File: src/rtl/fetch_pkg.sv
// fetch_pkg: fetch FSM states, bubble instruction and opcodes shared with the decoders
package fetch_pkg;
  typedef enum logic [1:0] {S_IDLE, S_REQ, S_WAIT, S_HOLD} fetchState_t;
  localparam logic [31:0] NOP_INSTR = 32'h0000_0013;
  localparam logic [6:0] OP_LOAD = 7'b0000011;
  localparam logic [6:0] OP_STORE = 7'b0100011;
  localparam logic [6:0] OP_RTYPE = 7'b0110011;
  localparam logic [6:0] OP_BRANCH = 7'b1100011;
  function automatic logic [31:0] incPc(input logic [31:0] pc);
    return pc + 32'd4;
  endfunction
endpackage

File: src/rtl/fetch_stage_if_id_reg.sv
// if_id_reg: IF/ID pipeline register with stall hold, flush and bubble (NOP) injection
// ports: clk/rst; stall holds, flush kills, load captures {instrIn, pcIn, pcIn+4};
//        instr/pc/pcPlus4/valid go to decode
module if_id_reg #(
  parameter logic [31:0] NOP_INSTR = 32'h0000_0013
) (
  input  logic        clk,
  input  logic        rst,
  input  logic        stall,
  input  logic        flush,
  input  logic        load,
  input  logic [31:0] instrIn,
  input  logic [31:0] pcIn,
  output logic [31:0] instr,
  output logic [31:0] pc,
  output logic [31:0] pcPlus4,
  output logic        valid
);
  import fetch_pkg::*;
  always_ff @(posedge clk or posedge rst)
    if (rst) begin
      instr <= NOP_INSTR;
      pc <= '0;
      pcPlus4 <= '0;
      valid <= 1'b0;
    end else if (flush || (!load && !stall)) begin
      instr <= NOP_INSTR;
      valid <= 1'b0;
    end else if (load) begin
      instr <= instrIn;
      pc <= pcIn;
      pcPlus4 <= incPc(pcIn);
      valid <= 1'b1;
    end
endmodule

File: src/rtl/fetch_stage.sv
// fetch_stage: PC + single-outstanding instruction fetch feeding a stallable/flushable IF/ID register
// ports: pc_src/pc_target redirect; stall_d/flush_d from hazard logic;
//        imem_req/imem_addr/imem_rdata/imem_rvalid memory side; instr_d/pc_d/pc_plus4_d/valid_d to decode
module fetch_stage #(
  parameter logic [31:0] RESET_PC = 32'h0000_0000,
  parameter logic [31:0] NOP_INSTR = 32'h0000_0013
) (
  input  logic        clk,
  input  logic        rst,
  input  logic        pc_src,
  input  logic [31:0] pc_target,
  input  logic        stall_d,
  input  logic        flush_d,
  output logic        imem_req,
  output logic [31:0] imem_addr,
  input  logic [31:0] imem_rdata,
  input  logic        imem_rvalid,
  output logic [31:0] instr_d,
  output logic [31:0] pc_d,
  output logic [31:0] pc_plus4_d,
  output logic        valid_d
);
  import fetch_pkg::*;
  fetchState_t state, nextState;
  logic [31:0] pcF, bufInstr;
  logic kill, rsp, load;
  assign rsp = state == S_WAIT && imem_rvalid;
  // a redirect always wins, so the old-path instruction is never loaded
  assign load = !pc_src && !stall_d && ((rsp && !kill) || state == S_HOLD);
  assign imem_req = state == S_REQ;
  assign imem_addr = pcF;
  always_comb begin
    nextState = state;
    case (state)
      S_IDLE: nextState = S_REQ;
      S_REQ: nextState = S_WAIT;
      S_WAIT: nextState = !imem_rvalid ? S_WAIT : (kill || pc_src || !stall_d) ? S_REQ : S_HOLD;
      S_HOLD: nextState = (pc_src || !stall_d) ? S_REQ : S_HOLD;
      default: nextState = S_IDLE;
    endcase
  end
  always_ff @(posedge clk or posedge rst)
    if (rst) begin
      state <= S_IDLE;
      pcF <= RESET_PC;
      kill <= 1'b0;
      bufInstr <= NOP_INSTR;
    end else begin
      state <= nextState;
      pcF <= pc_src ? (pc_target & ~32'd3) : load ? incPc(pcF) : pcF;
      // a redirect with a read still in flight marks its response for dropping
      kill <= rsp ? 1'b0 : (pc_src && (state == S_REQ || state == S_WAIT)) ? 1'b1 : kill;
      if (rsp && !kill && !pc_src && stall_d) bufInstr <= imem_rdata;
    end
  if_id_reg #(.NOP_INSTR(NOP_INSTR)) ifId (
    .clk(clk),
    .rst(rst),
    .stall(stall_d),
    .flush(flush_d),
    .load(load),
    .instrIn(state == S_HOLD ? bufInstr : imem_rdata),
    .pcIn(pcF),
    .instr(instr_d),
    .pc(pc_d),
    .pcPlus4(pc_plus4_d),
    .valid(valid_d)
  );
endmodule

File: config.mk
export PLATFORM = sky130hd
export DESIGN_NAME = fetch_stage
export DESIGN_NICKNAME = d
export VERILOG_FILES = /design/src/rtl/fetch_pkg.sv /design/src/rtl/fetch_stage_if_id_reg.sv /design/src/rtl/fetch_stage.sv
export SDC_FILE = /design/constraint.sdc
export NUM_CORES = 1
export LEC_CHECK = 0
export BUFFER_PORTS_ARGS = -buffer_cell sky130_fd_sc_hd__buf_2
export CAP_MARGIN = 20
export CORE_ASPECT_RATIO = 0.8
export CORE_UTILIZATION = 48
export DETAILED_ROUTE_END_ITERATION = 8
export PLACE_DENSITY = 0.76
export SETUP_SLACK_MARGIN = 0.15
export SYNTH_ARGS = -nofsm -noshare
export SYNTH_HDL_FRONTEND = slang
export SYNTH_SLANG_ARGS = --single-unit
File: constraint.sdc
create_clock -name clk -period 4.5 [get_ports clk]
set_input_delay 0 -clock clk [delete_from_list [all_inputs] [get_ports clk]]
set_output_delay 0 -clock clk [all_outputs]
set_load 0.05 [all_outputs]
==> out/metrics.yaml <==
status: "finished clean"
wl_microns: 21300
grt_pass1_wl_microns: 33900
postCtsSetupRepairBufs: 0
io_buffers: 191
cts_buffer_depth: 2
met3_usage_pct: 6.16
grt_max_degree: 101
async_flop_share_pct: 100
fmax_ghz: 0.361
gp_congestion: 0.822
synth_area_leader_cell: "dfrtp_1"
synthTopCellsByArea: "dfrtp_1, nand2_1, mux2_2"
area_delta_synth_final_pct: 28.7
period_needed_ns: 2.77
hold_viol: 0
yosys_warnings: 0
rsz0062_at_grt: "false"
slowest_stage: "or4_1"
min_period_over_period_pct: 61.5
tightestPinTransition_ns: 0.935
crit_path_frequent_cell: "or4_1"
die-height_microns: 115
ys.flop_type: "dfrtp_1"
cap_violations: 0
drive_gt1_share_pct: 28.9
r2r_slack_ns: 1.73
die-area_sq_um: 16500
crit_arrival_ns: 3.11
overflow: 0
vias: 6639
fin_setup_tns_ns: 0
clk_pin_slew_worst_paths_ns: 0.07
cp_num_buf_inv: 0
timing.critical_path.from_type: "flop"
drc: 0
end_kind: "flop"
busiest_layer: "met2"
critPathKind: "flop to flop"
ys_types: 61
viasPerCell: 5.46
row_count: 40
grt.met2_usage_pct: 42.1
io_pins: 200
antenna_found_initial: 0
cts_tree: "done"
core_area_sq_um: 15300
fin_util_pct: 64.5
clockRootBuffer: "clkbuf_16"
cts_made_buffers: 17
nNetsFinal: 1069
grt_pass1_vias: 6478
ys_seq_area_share_pct: 51.6
vdd_drop_max_v: 0.000519
hold_class: "input pin to flop"
clock_latency_ns: 0.43
drtPass1Iterations: 5
drt_iter0_markers: 499
fin_worst_skew_ns: 0.0109
initial_core_util_pct: 50.1
fillCellCount: 1289
crit_chain: "ha_1 -> nand4_4 -> or4_1 -> or4_1 -> a31oi_1"
crit_family: "simple AND/OR/NAND/NOR gates"
synth_area_sq_um: 7680
slew_viol_final: 0
ant_nets: 0
critPathMaxFanout: 19
seq_area_sq_um: 3960
avgSynthCellArea_sq_um: 10.0
synth_top_area_share_pct: 49.5
synth_common_cells: "nand2_1, dfrtp_1, o21ai_0"
clock-sinks: 158
ys_ff_latch: 158
powerDensity_nw_per_um2: 619
yosysMostFrequentCell: "nand2_1"
synthCells: 768
cp_data_required_time_ns: 4.84
wl_per_cell_microns: 17.5
use_met1_pct: 36.1
p_leak_uw: 0.00458
htreeDepth: 4
n_antenna_cell: 0
grt.total_usage_pct: 26.9
slew_headroom_pct: 37.7
cpPeakStageDelay_ns: 0.89
dp_hpwl_microns: 13600
die_w_microns: 143
setup_viol: 0
multi_input_area_sq_um: 3320
synth_edf_count: 0
sequential cells by signal (all words and copies together), names as in the netlist:
name / cells
bufInstr: 32
state: 2
ifId.valid: 1
ifId.instr: 32
kill: 1
ifId.pc: 30
imem_addr: 30
ifId.pcPlus4: 30
path summary, 6_finish.rpt:
path                                 start         endpoint  cells after the start
setup reg to reg              imem_addr[2]    imem_addr[24]                      5
min in group asynchronous              rst    imem_addr[26]                      3
setup / recovery              imem_addr[2]    imem_addr[24]                      5
hold reg to reg            ifId.pcPlus4[6]  ifId.pcPlus4[6]                      2
max in group asynchronous              rst    ifId.instr[1]                      4
hold / removal                     flush_d   ifId.instr[16]                      4
cells by family (layout without fill, tap and decap cells):
kind of cell / count (synthesis) / after routing / share of synthesized area, %
compound gates: 152 / 152 / 12.2
xor+xnor: 22 / 22 / 2.51
fa+ha+maj: 5 / 5 / 0.815
buf+inv: 76 / 310 / 5.70
flops: 158 / 158 / 51.6
mux: 66 / 66 / 9.14
other cells: 1 / 6 / 0.0488
simple gates: 288 / 288 / 17.9
final cells by class:
type	instances	share of cell area, %
sequential	158	40.1
multi-input combinational	539	33.6
timing repair buffer	266	17.0
clock buffer	18	4.44
tap	210	2.66
clock inverter	14	1.70
inverter	12	0.506
worst min-delay path: stages:
cell     delay [ns]
buf_2          0.13
nor2_2         0.13
nand2_1        0.09
o21ai_0        0.06
where the power goes:
part / leakage, uW / internal (uW) / switching [uW]
logic: 0.00230 / 673 / 1800
registers: 0.00198 / 1870 / 299
clock network: 0.000304 / 888 / 593
routing by layer:
layer	share of wire [%]	wire [microns]	up-vias
met5	0	0	-
met4	2.4	510	0
met3	6.8	1450	33
met2	46	9830	251
met1	45	9500	3191
li1	-	-	3164
stage by stage:
| stage | power, uW | instances | setup WS, ns | hold WS [ns] | instance area (sq um) |
|---|---|---|---|---|---|
| after global routing | 6430 | 1217 | 1.54 | 0.0410 | 9880 |
| after global placement | 4550 | 1120 | 1.83 | 0.210 | 8630 |
| final | 6120 | 1217 | 1.73 | 0.0346 | 9880 |
| after detailed placement | 4610 | 1120 | 1.75 | 0.212 | 8630 |
| after floorplan | 4020 | 773 | 0.247 | 0.0857 | 7700 |
| after CTS | 6130 | 1217 | 1.74 | 0.0320 | 9880 |
layout by cell type, fill, tap and decap left out, types with 4 or more instances in the layout:
cell           instances
mux2_2                33
xnor2_1               15
clkinv_2               5
or3_1                  6
dfstp_2                6
a21oi_1                9
xor2_1                 7
conb_1                 6
buf_4                 10
nand2_1              159
or4_1                 18
a31oi_1               28
ha_1                   4
o211ai_1               9
mux2i_1               33
a2111oi_0              4
dlygate4sd3_1         65
dfrtp_1              152
clkinv_4               5
nor3_1                 5
inv_1                  9
o31ai_1               16
nor2_1                35
clkbuf_16             17
and4_1                 5
nor4_1                 5
nand2b_1               4
o21ai_0               66
nand4_1               16
nand3_1               14
buf_2                191
repair_timing:
action / in CTS / in global routing
hold buffers: 65 / 0
resized for setup: 0 / 0
hold endpoints to repair: 180 / 0
endpoints found under the setup margin: 0 / 0
Note: power is estimated with default switching activity, not from simulation.
